### src/rtl/if_fetch_if.sv
`default_nettype none
// +----------------------------------------------------------------------+
// | if_fetch_if : fetch-stage hazard, redirect, memory and IF/ID signals |
// | Rev 1.0                                                              |
// +----------------------------------------------------------------------+
interface if_fetch_if;
   logic [1:0]  HzCtrl;
   logic [1:0]  PCSrc;
   logic [31:0] BranchTarget;
   logic [31:0] JumpTarget;
   logic [31:0] JrTarget;
   logic        IMemReq;
   logic [31:0] IMemAddr;
   logic        IMemAck;
   logic [31:0] IMemRData;
   logic [31:0] Inst;
   logic [31:0] PC4;
   logic        InstValid;

   // The fetch stage masters the instruction-memory transaction.
   modport master (
      input  HzCtrl, PCSrc, BranchTarget, JumpTarget, JrTarget, IMemAck, IMemRData,
      output IMemReq, IMemAddr, Inst, PC4, InstValid
   );

   modport slave (
      output HzCtrl, PCSrc, BranchTarget, JumpTarget, JrTarget, IMemAck, IMemRData,
      input  IMemReq, IMemAddr, Inst, PC4, InstValid
   );
endinterface
`default_nettype wire

### src/rtl/if_fetch.sv
`default_nettype none
// +----------------------------------------------------------------------+
// | if_fetch : MIPS32 instruction fetch stage with PC and redirect logic |
// | Rev 1.0                                                              |
// +----------------------------------------------------------------------+
module if_fetch #(
   parameter logic [31:0] RESET_PC = 32'h0000_0000
) (
   input  logic        clk,
   input  logic        rst_n,
   if_fetch_if.master  bus
);

   typedef enum logic [1:0] {
      S_IDLE = 2'd0,
      S_REQ  = 2'd1,
      S_HOLD = 2'd2
   } state_t;

   state_t      state_q, state_d;
   logic [31:0] pc_q, pc_d;
   logic [31:0] inst_buf_q, inst_buf_d;
   logic        kill_q, kill_d;
   logic [31:0] kill_pc_q, kill_pc_d;

   logic        w_redirect;
   logic [31:0] w_target;

   assign w_redirect = (bus.PCSrc != 2'b00);

   always_comb begin
      w_target = 32'h0000_0000;
      case (bus.PCSrc)
         2'b01:   w_target = {bus.BranchTarget[31:2], 2'b00};
         2'b10:   w_target = {bus.JumpTarget[31:2], 2'b00};
         2'b11:   w_target = {bus.JrTarget[31:2], 2'b00};
         default: w_target = 32'h0000_0000;
      endcase
   end

   always_ff @(posedge clk or negedge rst_n) begin
      if (!rst_n) begin
         state_q    <= S_IDLE;
         pc_q       <= RESET_PC;
         inst_buf_q <= 32'h0000_0000;
         kill_q     <= 1'b0;
         kill_pc_q  <= 32'h0000_0000;
      end else begin
         state_q    <= state_d;
         pc_q       <= pc_d;
         inst_buf_q <= inst_buf_d;
         kill_q     <= kill_d;
         kill_pc_q  <= kill_pc_d;
      end
   end

   always_comb begin
      state_d    = state_q;
      pc_d       = pc_q;
      inst_buf_d = inst_buf_q;
      kill_d     = kill_q;
      kill_pc_d  = kill_pc_q;
      case (state_q)
         S_IDLE: state_d = S_REQ;
         S_REQ: begin
            // An in-flight request always completes; stale data is dropped on ack.
            if (bus.IMemAck) begin
               if (w_redirect) begin
                  pc_d   = w_target;
                  kill_d = 1'b0;
               end else if (kill_q) begin
                  pc_d   = kill_pc_q;
                  kill_d = 1'b0;
               end else begin
                  inst_buf_d = bus.IMemRData;
                  state_d    = S_HOLD;
               end
            end else if (w_redirect) begin
               kill_d    = 1'b1;
               kill_pc_d = w_target;
            end
         end
         S_HOLD: begin
            if (w_redirect) begin
               pc_d       = w_target;
               inst_buf_d = 32'h0000_0000;
               state_d    = S_REQ;
            end else if (!bus.HzCtrl[1]) begin
               pc_d    = pc_q + 32'd4;
               state_d = S_REQ;
            end
         end
         default: state_d = S_IDLE;
      endcase
   end

   assign bus.IMemReq   = (state_q == S_REQ);
   assign bus.IMemAddr  = pc_q;
   assign bus.InstValid = (state_q == S_HOLD);
   assign bus.Inst      = (state_q == S_HOLD) ? inst_buf_q : 32'h0000_0000;
   assign bus.PC4       = pc_q + 32'd4;

endmodule
`default_nettype wire

### src/flat_wrapper.sv
// flat-port wrapper written by rule: the top's interface ports become plain ports
module if_fetch_flat 
#(
   parameter logic [31:0] RESET_PC = 32'h0000_0000
)
  (clk, rst_n, bus_HzCtrl, bus_PCSrc, bus_BranchTarget, bus_JumpTarget, bus_JrTarget, bus_IMemAck, bus_IMemRData, bus_IMemReq, bus_IMemAddr, bus_Inst, bus_PC4, bus_InstValid);
  if_fetch_if bus_i ();
  input  logic clk;
  input  logic rst_n;
  input wire logic [$bits(bus_i.HzCtrl)-1:0] bus_HzCtrl;
  input wire logic [$bits(bus_i.PCSrc)-1:0] bus_PCSrc;
  input wire logic [$bits(bus_i.BranchTarget)-1:0] bus_BranchTarget;
  input wire logic [$bits(bus_i.JumpTarget)-1:0] bus_JumpTarget;
  input wire logic [$bits(bus_i.JrTarget)-1:0] bus_JrTarget;
  input wire logic [$bits(bus_i.IMemAck)-1:0] bus_IMemAck;
  input wire logic [$bits(bus_i.IMemRData)-1:0] bus_IMemRData;
  output wire logic [$bits(bus_i.IMemReq)-1:0] bus_IMemReq;
  output wire logic [$bits(bus_i.IMemAddr)-1:0] bus_IMemAddr;
  output wire logic [$bits(bus_i.Inst)-1:0] bus_Inst;
  output wire logic [$bits(bus_i.PC4)-1:0] bus_PC4;
  output wire logic [$bits(bus_i.InstValid)-1:0] bus_InstValid;
  assign bus_i.HzCtrl = bus_HzCtrl;
  assign bus_i.PCSrc = bus_PCSrc;
  assign bus_i.BranchTarget = bus_BranchTarget;
  assign bus_i.JumpTarget = bus_JumpTarget;
  assign bus_i.JrTarget = bus_JrTarget;
  assign bus_i.IMemAck = bus_IMemAck;
  assign bus_i.IMemRData = bus_IMemRData;
  assign bus_IMemReq = bus_i.IMemReq;
  assign bus_IMemAddr = bus_i.IMemAddr;
  assign bus_Inst = bus_i.Inst;
  assign bus_PC4 = bus_i.PC4;
  assign bus_InstValid = bus_i.InstValid;
  if_fetch #(.RESET_PC(RESET_PC)) u_core (.clk(clk), .rst_n(rst_n), .bus(bus_i));
endmodule
### config.mk
export PLATFORM = sky130hd
export DESIGN_NAME = if_fetch_flat
export DESIGN_NICKNAME = d
export VERILOG_FILES = /design/src/rtl/if_fetch_if.sv /design/src/rtl/if_fetch.sv /design/src/flat_wrapper.sv
export SDC_FILE = /design/constraint.sdc
export NUM_CORES = 1
export LEC_CHECK = 0
export ABC_AREA = 1
export CORE_ASPECT_RATIO = 0.75
export CORE_MARGIN = 4
export CORE_UTILIZATION = 48
export DETAILED_ROUTE_END_ITERATION = 6
export PLACE_DENSITY = 0.95
export SETUP_SLACK_MARGIN = 0.1
export SLEW_MARGIN = 20
export SYNTH_ARGS = -nofsm -noshare
export SYNTH_HDL_FRONTEND = slang
export SYNTH_SLANG_ARGS = --single-unit
### constraint.sdc
create_clock -name clk -period 3.5 [get_ports clk]
set_input_delay 0.7 -clock clk [delete_from_list [all_inputs] [get_ports clk]]
set_output_delay 0.7 -clock clk [all_outputs]
set_load 0.01 [all_outputs]
# --- Word-level counts from Yosys, hierarchy flattened ---
# Cells that the tools add are included.
classes:
  eq_ne: 11
  n_bitwise: 1
  n_addsub: 1
  n_reduce_logical: 9
  muxes: 21
op_table:
  columns: ["operator", "count"]
  rows:
  - ["32-bit two-way mux", 10]
  - ["32-bit one-hot mux with 2 select lines", 2]
  - ["32-bit one-hot mux with 3 select lines", 1]
  - ["32-bit by 3-bit adder with 32-bit output, second input constant", 1]
  - ["2-bit two-way mux", 5]
  - ["4-bit AND reduction", 2]
  - ["2-bit == test, second input constant", 3]
  - ["2-bit != test, second input constant", 3]
  - ["2-bit one-hot mux with 3 select lines", 1]
  - ["2-bit nonzero test", 3]
  - ["5-bit AND reduction", 1]
  - ["2-bit by 1-bit == test with 1-bit output, second input constant", 2]
  - ["3-bit by 1-bit != test with 1-bit output, second input constant", 1]
  - ["3-bit by 2-bit != test with 1-bit output, second input constant", 1]
  - ["3-bit AND reduction", 1]
  - ["2-bit zero test", 1]
  - ["1-bit two-way mux", 2]
  - ["2-bit by 1-bit != test with 1-bit output, second input constant", 1]
  - ["2-bit AND reduction", 1]
  - ["1-bit inverter", 1]
totals:
  word_cells: 48
  output_inout_bits: 98
  input_bits: 135
  ff_bits: 99

# --- Longest topological paths before layout ---
logic_depth:
  ltp_word: 5
  ltp_mapped: 10
  depth_no_buf: 10

# --- Worst setup path after synthesis ---
# Ideal clock, no wire load.
synth_path:
  path_type: "flip-flop to output port"
  startpoint: "reg u_core.pc_q[3] (netlist: u_core.bus.IMemAddr[3])"
  endpoint: "out bus_PC4[14]"
  slack_ns: 1.427
  stages_incl_launch_ff: 7
  arrival_ns: 1.373
  t_required_ns: 2.800
  n_path_buf: 0
  path_cell_list: "dfrtp_1 ha_1 nand2_1 nor2_1 nand2_2 nor2_4 xor2_1"
synth_via:
  elab_chain_cells: 1
synth_rtl:
  columns: ["element", "line", "rtl"]
  rows:
  - ["from (decl)", "if_fetch.sv:21", "logic [31:0] pc_q, pc_d;"]
  - ["from (signal assigned)", "if_fetch.sv:50", "pc_q <= pc_d;"]
  - ["32-bit by 3-bit adder with 32-bit output", "if_fetch.sv:101", "assign bus.PC4 = pc_q + 32'd4;"]
  - ["to (decl)", "flat_wrapper.sv:20", "output wire logic [$bits(bus_i.PC4)-1:0] bus_PC4;"]
# Every way passes these cells.

# --- Worst setup path in the final report ---
# Same ends and word-level chain as after synthesis.

==> report_table.html <==
<table>
<tr><th>Metric</th><th>Value</th></tr>
<tr><th colspan="2">Outcome</th></tr>
<tr><td>Status</td><td>finished clean</td></tr>
<tr><th colspan="2">Critical path</th></tr>
<tr><td>Data arrival time of the critical path</td><td>2.50 ns</td></tr>
<tr><td>Crit path capture type</td><td>primary output</td></tr>
<tr><td>Worst-path maximum fanout</td><td>4</td></tr>
<tr><td>Worst setup path category</td><td>reg2out</td></tr>
<tr><td>Element type at the critical path start</td><td>register</td></tr>
<tr><td>CP required</td><td>2.80 ns</td></tr>
<tr><th colspan="2">Logic synthesis</th></tr>
<tr><td>Synthesized instance count</td><td>between 800 and 900</td></tr>
<tr><td>Leading register cell type out of synthesis</td><td>sky130_fd_sc_hd__dfrtp_1</td></tr>
<tr><td>Area of the mapped netlist</td><td>5910 sq um</td></tr>
<tr><td>Warning count from the yosys run</td><td>0</td></tr>
<tr><td>Area share of the largest cell type after synthesis</td><td>0.402</td></tr>
<tr><td>Number of enable flip-flop cells after synthesis</td><td>0</td></tr>
<tr><td>Total of flip-flops plus latches after synthesis</td><td>between 90 and 100</td></tr>
<tr><td>Count of distinct cell types in the synthesized netlist</td><td>40</td></tr>
<tr><td>Area leader, netlist</td><td>sky130_fd_sc_hd__dfrtp_1</td></tr>
<tr><td>Share of async-settable or async-resettable flops after synthesis</td><td>1.00</td></tr>
<tr><td>Seq/Total Area, Yosys</td><td>0.402</td></tr>
<tr><td>Mean instance size in the synthesized netlist</td><td>around 6.8 sq um</td></tr>
<tr><td>Ranking of synthesized cells by area</td><td>sky130_fd_sc_hd__dfrtp_1 40%, sky130_fd_sc_hd__nand2_1 17%, sky130_fd_sc_hd__nor2_1 7.4%, sky130_fd_sc_hd__inv_1 7.3%, sky130_fd_sc_hd__o21ai_0 5.0%</td></tr>
<tr><th colspan="2">Clock network</th></tr>
<tr><td>CTS clk-pin slew, worst paths</td><td>around 0.07 ns</td></tr>
<tr><td>Post_cts resized</td><td>0</td></tr>
<tr><td>CTS tree</td><td>done</td></tr>
<tr><td>H-tree depth</td><td>3</td></tr>
<tr><td>Post-CTS Setup Inserts</td><td>0</td></tr>
<tr><td>Insertion delay of the later-clocked pin in the worst-skew pair</td><td>0.34 ns</td></tr>
<tr><td>Hold buffer count at cts</td><td>0</td></tr>
<tr><td>Maximum clock path buffer count</td><td>2</td></tr>
<tr><td>Total CTS buffers</td><td>9</td></tr>
<tr><td>CTS Root Buffer Type</td><td>sky130_fd_sc_hd__clkbuf_16</td></tr>
<tr><td>CTS sink cnt</td><td>95</td></tr>
<tr><th colspan="2">Final layout</th></tr>
<tr><td>Fraction of layout cells with a size suffix above 1</td><td>0.0547</td></tr>
<tr><td>Ant diodes</td><td>0</td></tr>
<tr><td>Number of fill cells in the layout</td><td>981</td></tr>
<tr><td># nets final</td><td>roughly 1200</td></tr>
<tr><td>Growth of design area from synthesis to finish</td><td>44.3%</td></tr>
<tr><th colspan="2">STA</th></tr>
<tr><td>RSZ-0062 raised after global routing</td><td>false</td></tr>
<tr><td>Slew Limit Fails</td><td>0</td></tr>
<tr><td>Hold Violations, Final</td><td>0</td></tr>
<tr><td>Post-layout min period</td><td>3.20 ns</td></tr>
<tr><td>Peak clock frequency supported by timing</td><td>313 MHz</td></tr>
<tr><td>Count of final setup violators</td><td>0</td></tr>
<tr><td>Final period util</td><td>0.914</td></tr>
<tr><td>Total negative slack for setup checks</td><td>0 ns</td></tr>
<tr><td>Rel. slew slack</td><td>0.525</td></tr>
<tr><td>Slew at the pin closest to its max-slew limit</td><td>0.710 ns</td></tr>
<tr><td>Worst Hold Margin</td><td>0.381 ns</td></tr>
<tr><td>Worst setup skew after layout</td><td>approximately 0.011 ns</td></tr>
<tr><th colspan="2">Global route</th></tr>
<tr><td>Largest net degree at the start of global routing</td><td>65</td></tr>
<tr><td>All-layer global routing usage</td><td>0.266</td></tr>
<tr><td>Total overflow reported by the global router</td><td>0</td></tr>
<tr><td>Antenna violations before repair</td><td>0</td></tr>
<tr><td>Vias in the first global route</td><td>5926</td></tr>
<tr><td>Global-route wire length before repair</td><td>29.8 mm</td></tr>
<tr><th colspan="2">Die</th></tr>
<tr><td>Core outline area</td><td>11800 sq um</td></tr>
<tr><td>Overall die width</td><td>about 140 microns</td></tr>
<tr><td>Die Y-Extent</td><td>104 microns</td></tr>
<tr><td>IO Pins</td><td>233</td></tr>
<tr><td>Die area</td><td>14200 sq um</td></tr>
<tr><td>Num rows</td><td>34</td></tr>
<tr><td>Initial Util</td><td>0.500</td></tr>
<tr><th colspan="2">Routing</th></tr>
<tr><td>Antenna viol nets, final</td><td>0</td></tr>
<tr><td>Total wire length after detailed routing</td><td>18.6 mm</td></tr>
<tr><td>Total vias in the final route</td><td>6273</td></tr>
<tr><td>Wire length on met3</td><td>1.77 mm</td></tr>
<tr><td>Drt initial violations</td><td>539</td></tr>
<tr><td>Number of DRC violations after detailed routing</td><td>0</td></tr>
<tr><td>Length of routed wiring on met1</td><td>8.15 mm</td></tr>
<tr><td>Top metal layer carrying routed signals</td><td>met4</td></tr>
<tr><td>Detailed-route vias per instance</td><td>between 5 and 6</td></tr>
<tr><td>DR WL/cell</td><td>15.0 microns</td></tr>
<tr><td>Routed length on met2</td><td>8.38 mm</td></tr>
<tr><td>Number of search-and-repair iterations in the first detailed-routing pass</td><td>5</td></tr>
<tr><th colspan="2">Flow run</th></tr>
<tr><td>Maxcap violations</td><td>0</td></tr>
<tr><th colspan="2">Power</th></tr>
<tr><td>Leak pwr</td><td>4.00 nW</td></tr>
<tr><td>Worst vdd ir</td><td>0.387 mV</td></tr>
<tr><td>Pwr per Cell Area</td><td>about 730 nW/um^2</td></tr>
<tr><th colspan="2">Placed design</th></tr>
<tr><td>Global placement routability congestion</td><td>between 0.9 and 1</td></tr>
<tr><td>Number of buffers added on ports</td><td>221</td></tr>
<tr><td>Detailed placer's ending HPWL</td><td>14.6 mm</td></tr>
<tr><th colspan="2">Worst hold path</th></tr>
<tr><td>Min-delay worst type</td><td>in2async</td></tr>
</table>
## final cells by class
type	instances	area [sq um]	share of cell area
flip-flops and latches	95	2380	0.279
repair buffers	231	2310	0.271
inverters	118	443	0.0519
multi-input cells	618	2890	0.339
clock inverters	7	78.8	0.00924
well taps	162	203	0.0238
clock buffers	9	225	0.0264
## worst max-delay path: stages, from the launching register on
cell and delay (ns):
sky130_fd_sc_hd__dfrtp_1 0.42, sky130_fd_sc_hd__ha_1 0.23, sky130_fd_sc_hd__nand2_1 0.06, sky130_fd_sc_hd__nor2_1 0.16
sky130_fd_sc_hd__nand2_2 0.18, sky130_fd_sc_hd__nor2_4 0.15, sky130_fd_sc_hd__xor2_1 0.34, sky130_fd_sc_hd__clkdlybuf4s50_1 0.62
## flip-flops by register name (all words and copies together), names as in the netlist
name and cells:
u_core.kill_pc_q 30, u_core.kill_q 1, u_core.inst_buf_q 32, u_core.state_q 2, u_core.bus.IMemAddr 30
## final timing paths
check,startpoint,to,slack (ns),cells past startpoint
worst max-delay path,u_core.bus.IMemAddr[3],bus_PC4[14],0.30,7
max in group asynchronous,rst_n,u_core.inst_buf_q[18],2.41,2
min in group clk,u_core.kill_pc_q[10],u_core.kill_pc_q[10],0.48,2
worst min register to register,u_core.kill_pc_q[10],u_core.kill_pc_q[10],0.48,2
worst min-delay path,rst_n,u_core.kill_pc_q[24],0.38,1
worst max register to register,u_core.state_q[0],u_core.bus.IMemAddr[27],1.47,8
## cells in the mapped netlist (2+ instances only)
| cell | number |
|---|---|
| sky130_fd_sc_hd__o21a_1 | 2 |
| sky130_fd_sc_hd__and2_1 | 4 |
| sky130_fd_sc_hd__nor3_1 | 10 |
| sky130_fd_sc_hd__nand2_1 | 262 |
| sky130_fd_sc_hd__nor2_2 | 2 |
| sky130_fd_sc_hd__or2_1 | 2 |
| sky130_fd_sc_hd__nand3b_1 | 2 |
| sky130_fd_sc_hd__buf_4 | 9 |
| sky130_fd_sc_hd__inv_1 | 115 |
| sky130_fd_sc_hd__buf_1 | 4 |
| sky130_fd_sc_hd__a211oi_1 | 2 |
| sky130_fd_sc_hd__or2_2 | 4 |
| sky130_fd_sc_hd__nor2_1 | 116 |
| sky130_fd_sc_hd__o22ai_1 | 5 |
| sky130_fd_sc_hd__o21ai_0 | 59 |
| sky130_fd_sc_hd__xor2_2 | 2 |
| sky130_fd_sc_hd__a22oi_1 | 4 |
| sky130_fd_sc_hd__buf_2 | 16 |
| sky130_fd_sc_hd__o21ai_1 | 4 |
| sky130_fd_sc_hd__nor2_4 | 10 |
| sky130_fd_sc_hd__a21oi_1 | 20 |
| sky130_fd_sc_hd__nand4_1 | 2 |
| sky130_fd_sc_hd__a21boi_0 | 4 |
| sky130_fd_sc_hd__nand2_2 | 7 |
| sky130_fd_sc_hd__clkbuf_1 | 10 |
| sky130_fd_sc_hd__inv_2 | 3 |
| sky130_fd_sc_hd__a31oi_1 | 2 |
| sky130_fd_sc_hd__dfrtp_1 | 95 |
| sky130_fd_sc_hd__xor2_1 | 13 |
| sky130_fd_sc_hd__a21boi_1 | 11 |
| sky130_fd_sc_hd__nand3_1 | 58 |
## metal layers
metal / vias up / GRT usage
met5: - / 0
met4: 0 / 0.0647
met3: 21 / 0.0798
met2: 268 / 0.397
met1: 2898 / 0.378
li1: 3086 / -
## power by group
part	internal (mW)	total, mW	switching (mW)
logic	1.48	3.22	1.73
registers	1.64	2.04	0.402
clock network	0.563	1.01	0.446
total	3.69	6.27	2.58
## layout by cell type, fill, tap and decap left out, types with 3 or more instances in the layout
cell,instances
sky130_fd_sc_hd__a21boi_0,4
sky130_fd_sc_hd__a21boi_1,11
sky130_fd_sc_hd__a21oi_1,20
sky130_fd_sc_hd__a22oi_1,4
sky130_fd_sc_hd__and2_1,4
sky130_fd_sc_hd__buf_4,9
sky130_fd_sc_hd__clkbuf_16,9
sky130_fd_sc_hd__clkdlybuf4s50_1,220
sky130_fd_sc_hd__conb_1,4
sky130_fd_sc_hd__dfrtp_1,95
sky130_fd_sc_hd__inv_1,115
sky130_fd_sc_hd__inv_2,3
sky130_fd_sc_hd__inv_6,3
sky130_fd_sc_hd__nand2_1,261
sky130_fd_sc_hd__nand2_2,8
sky130_fd_sc_hd__nand3_1,58
sky130_fd_sc_hd__nor2_1,116
sky130_fd_sc_hd__nor2_4,10
sky130_fd_sc_hd__nor3_1,10
sky130_fd_sc_hd__o21ai_0,59
sky130_fd_sc_hd__o21ai_1,4
sky130_fd_sc_hd__o22ai_1,5
sky130_fd_sc_hd__or2_2,4
sky130_fd_sc_hd__xor2_1,13
## stage by stage
step / util / power, mW / instance area, sq um / std cells / setup slack, ns
final: 0.721 / 6.27 / 8530 / 1240 / 0.301
after detailed placement: 0.696 / 5.25 / 8230 / 1224 / 0.665
after global placement: 0.696 / 5.13 / 8230 / 1224 / 0.736
after global routing: 0.721 / 6.75 / 8530 / 1240 / 0.201
after floorplan: - / 3.74 / 5920 / 871 / 1.43
after CTS: 0.721 / 6.28 / 8530 / 1240 / 0.320
## cells by family (layout without fill, tap and decap cells)
logic type / Yosys count / after routing / share of synthesized area
other cells: 1 / 4 / 0.000634
fa+ha+maj: 1 / 1 / 0.00212
compound gates: 115 / 115 / 0.111
flops: 95 / 95 / 0.402
buf+inv: 158 / 365 / 0.111
simple gates: 483 / 483 / 0.348
xor+xnor: 15 / 15 / 0.0248
Power figures use the tool's default switching activity.
